`src/rtl/mux_scan_sequencer.sv`:
```
// rtl/mux_scan_sequencer.sv - sequential scanner driving a 4:1 mux select and packing sampled Y bits
module mux_scan_sequencer #(
  parameter int DWELL = 2,
  parameter int CNT_W = 2
) (
  input  logic       clk,
  input  logic       rst_n,
  input  logic       start,
  input  logic       abort,
  input  logic [3:0] ch_mask,
  input  logic       mux_y,
  output logic [1:0] mux_sel,
  output logic       busy,
  output logic       done,
  output logic [3:0] samples
);

  typedef enum logic [1:0] {IDLE, SCAN, DONE} state_t;

  state_t             state, state_n;
  logic [CNT_W-1:0]   cnt, cnt_n;
  logic [3:0]         mask, mask_n;
  logic [1:0]         sel_n;
  logic               busy_n, done_n;
  logic [3:0]         samples_n;
  logic [2:0]         pick;

  // {found, index} of the lowest enabled channel at or above 'from'
  function automatic logic [2:0] next_ch(input logic [3:0] m, input int from);
    logic [2:0] r;
    r = 3'b000;
    for (int i = 3; i >= 0; i--) begin
      if (m[i] && i >= from) r = {1'b1, 2'(i)};
    end
    return r;
  endfunction

  always_ff @(posedge clk or negedge rst_n) begin
    if (!rst_n) begin
      state   <= IDLE;
      cnt     <= '0;
      mask    <= 4'h0;
      mux_sel <= 2'b00;
      busy    <= 1'b0;
      done    <= 1'b0;
      samples <= 4'h0;
    end else begin
      state   <= state_n;
      cnt     <= cnt_n;
      mask    <= mask_n;
      mux_sel <= sel_n;
      busy    <= busy_n;
      done    <= done_n;
      samples <= samples_n;
    end
  end

  always_comb begin
    state_n   = state;
    cnt_n     = cnt;
    mask_n    = mask;
    sel_n     = mux_sel;
    busy_n    = 1'b0;
    done_n    = 1'b0;
    samples_n = samples;
    pick      = 3'b000;
    case (state)
      IDLE: begin
        sel_n = 2'b00;
        if (start) begin
          mask_n    = ch_mask;
          samples_n = 4'h0;
          cnt_n     = '0;
          pick      = next_ch(ch_mask, 0);
          if (pick[2]) begin
            state_n = SCAN;
            sel_n   = pick[1:0];
            busy_n  = 1'b1;
          end else begin
            state_n = DONE;
            done_n  = 1'b1;
          end
        end
      end
      SCAN: begin
        // abort beats a coinciding capture edge
        if (abort) begin
          state_n = IDLE;
          sel_n   = 2'b00;
          cnt_n   = '0;
        end else if (cnt == CNT_W'(DWELL - 1)) begin
          samples_n[mux_sel] = mux_y;
          cnt_n = '0;
          pick  = next_ch(mask, int'(mux_sel) + 1);
          if (pick[2]) begin
            sel_n  = pick[1:0];
            busy_n = 1'b1;
          end else begin
            state_n = DONE;
            sel_n   = 2'b00;
            done_n  = 1'b1;
          end
        end else begin
          cnt_n  = cnt + CNT_W'(1);
          busy_n = 1'b1;
        end
      end
      DONE: begin
        state_n = IDLE;
        sel_n   = 2'b00;
      end
      default: begin
        state_n = IDLE;
        sel_n   = 2'b00;
      end
    endcase
  end

endmodule

```
`config.mk`:
```
export PLATFORM = sky130hd
export DESIGN_NAME = mux_scan_sequencer
export DESIGN_NICKNAME = d
export VERILOG_FILES = /design/src/rtl/mux_scan_sequencer.sv
export SDC_FILE = /design/constraint.sdc
export NUM_CORES = 1
export LEC_CHECK = 0
export ABC_CLOCK_PERIOD_IN_PS = 1720
export BUFFER_PORTS_ARGS = -buffer_cell sky130_fd_sc_hd__buf_2
export CAP_MARGIN = 20
export CORE_MARGIN = 2
export CORE_UTILIZATION = 45
export CTS_CLUSTER_DIAMETER = 30
export DETAILED_ROUTE_END_ITERATION = 16
export PLACE_DENSITY = 0.7
export SYNTH_ARGS = -nofsm -noshare
export SYNTH_HDL_FRONTEND = slang
export SYNTH_SLANG_ARGS = --single-unit
```
`constraint.sdc`:
```
create_clock -name clk -period 1.72 [get_ports clk]
set_input_delay 0.516 -clock clk [delete_from_list [all_inputs] [get_ports clk]]
set_output_delay 0.516 -clock clk [all_outputs]
set_load 0.005 [all_outputs]
```
==> metrics.txt <==
CP Max Fanout=11; post-route ant nets=0; Routed wire per std cell=13.6 um; XOR/XNOR share of the synthesized area=0%; final cell count without fillers=109; Fin Hold WS=0.111 ns; FILL cells=150; CTS resizes=0; Startpoint Class=flop; Core ar.=1540 um2; CTS root buffer=clkbuf_4; Final WS setup=0.206 ns; clock slew at reported path FFs=0.09 ns; total number of vias=625; final hold violation count=0; Reg2Reg Setup Slack=0.21 ns; max cap viols=0; critical path class=reg -> reg; FMAX=0.660 GHz; largest net degree at the start of global routing=16; All-Layer GR Usage=17.6%; synthesized instance count=76; Final Skew=0.00850 ns; placed inst area=838 um2; Row Count=14; Async S/R FF share, synth=100%; Tmin final=1.51 ns; syn avg cell area=10.0 um2; worst slew pin tran=0.450 ns; Required @ worst endpoint=1.94 ns; global-route wire length before repair=2.55 mm; Worst Path Buf+Inv=0; CTS max path bufs=2; RSZ-0062 raised after global routing=no; number of global-route vias before repair=595; EDFF count, synth=0; gr ovfl total=0; Die ar.=2040 um2; ratio of cells with drive above 1 in the final layout=29.0%; GP Congestion=0.848; period utilization=88.0%; pins over their slew limit=0; Initial Util=49.5%; biggest area consumer among synthesized cells=dfrtp_1; fin area=865 um2; PwrDens=1060 nW/um2; Yosys reg bits=15; post-synthesis mux area share=5.57%; top-level port count=17; main combinational cell family by area after synthesis=simple AND/OR/NAND/NOR gates; CTS Hold Bufs=0; TritonCTS Buffers=3; initial antenna violation count=0; crit end category=flop; # clock sinks=15; Final TNS setup=0 ns; Mapped Area=763 um2; pre-CTS worst setup slack=0.144 ns; post-synth cell types=31; outcome=finished clean; post-CTS setup buffers=0; Remaining DRCs=0; die height=45.2 um; CTS tree=done; Yosys Warn Count=0; max incr delay on CP=0.47 ns; Area Overhead vs Synth=13.3%; Synth top cells by count=dfrtp_1, nand2_1, nor2_1, o21ai_0; DIE WIDTH=45.2 um; Crit-path slowest cell=dfrtp_1; final setup fails=0; drt first pass iters=4; top-area cell type share of the netlist area=49.2%; Vias/cell=5.73; Critical Path AT=1.73 ns; hpwl dp=1.10 mm; hold crit path type=in -> async; Worst R2R Path Depth=4; placed instance count=105; CTS H-tree depth=1; Post-Route WL=1.48 mm; fin nets=103; Post-Synth Adder-Cell Area=0%; peak supply drop=0.545 mV; cell with the most instances after synthesis=dfrtp_1; post-synthesis compound-gate area fraction=16.7%; Synth Flop Type=dfrtp_1; Post-Synth Simple-Gate Area=23.3%; first-iteration detailed-routing DRC count=5; synth top area cells=dfrtp_1, nand2_1, nor2_1, buf_6, mux2_2; clock latency at the later pin of the worst-skew pair=0.28 ns; P_leak=0.000415 uW; Worst R2R Start=state[1]; Synth Net Count=85; Crit path max-delay family=simple AND/OR/NAND/NOR gates; slew margin rel.=69.9%; Inserted Diodes=0; PortBufs=16; crit-path cells=nor2_1, nand2_1, or3_1, nand3_1; FF-to-FF End=mux_sel[0]; register area share after synthesis=49.2%
[state kept, by name, summed over array words and instances (netlist names)]
name / flops
busy: 1
cnt: 2
done: 1
mask: 3
mux_sel: 2
samples: 4
state: 2
[per-layer routing]
metal | up-vias | track usage (%) | wire length (um)
li1 | 312 | - | -
met1 | 292 | 20.7 | 701
met2 | 19 | 30.9 | 681
met3 | 2 | 3.60 | 71
met4 | 0 | 7.06 | 23
met5 | - | 0 | 0
[cells in the final DEF, fill, tap and decap left out, types with 2 or more instances in the layout]
| master | instances |
|---|---|
| nand2_1 | 7 |
| nand2b_1 | 3 |
| nor4_1 | 3 |
| a31o_2 | 2 |
| o22ai_1 | 2 |
| mux2_2 | 2 |
| o21ai_0 | 4 |
| nand3b_1 | 2 |
| a21oi_1 | 3 |
| nor2b_1 | 2 |
| inv_1 | 2 |
| mux2i_1 | 2 |
| nand3_1 | 2 |
| nor2_1 | 7 |
| buf_2 | 16 |
| clkbuf_4 | 3 |
| dfrtp_1 | 15 |
[through the flow]
stage	utilization (%)	power (uW)
after CTS	56.1	920
after detailed placement	54.4	721
after floorplan	-	648
after global routing	56.1	992
after global placement	54.4	712
final	56.1	914
[final cells by class]
class | count | area (um2) | area share (%)
sequential | 15 | 375 | 43.4
tap | 16 | 20.0 | 2.32
inverter | 2 | 7.51 | 0.868
clock buffer | 4 | 26.3 | 3.04
timing repair buffer | 17 | 87.6 | 10.1
multi-input combinational | 55 | 348 | 40.2
[worst max path at each step]
stage / endpoint / start / cells after the start
final: mux_sel[0] / state[1] / 4
after global routing: mux_sel[0] / state[1] / 4
after CTS: mux_sel[0] / state[1] / 4
after detailed placement: samples[2] / start / 5
after global placement: samples[2] / start / 5
after floorplan: done / abort / 4
[worst register-to-register path, cell delays in order (launching register included)]
cell	delay (ns)
dfrtp_1	0.47
nor2_1	0.20
nand2_1	0.27
or3_1	0.42
nand3_1	0.08
[power breakdown]
part           total [uW]  switching [uW]  leakage (uW)  internal [uW]
Sequential            465            54.8      0.000197            411
Clock                 201             111     0.0000150           90.0
Combinational         247             133      0.000203            114
Total                 914             299      0.000415            615
[kinds of logic after synthesis]
| logic type | count (synthesis) |
|---|---|
| compound gates | 19 |
| buf+inv | 6 |
| flops | 15 |
| mux | 4 |
| simple gates | 32 |
Power figures use the tool's default switching activity.
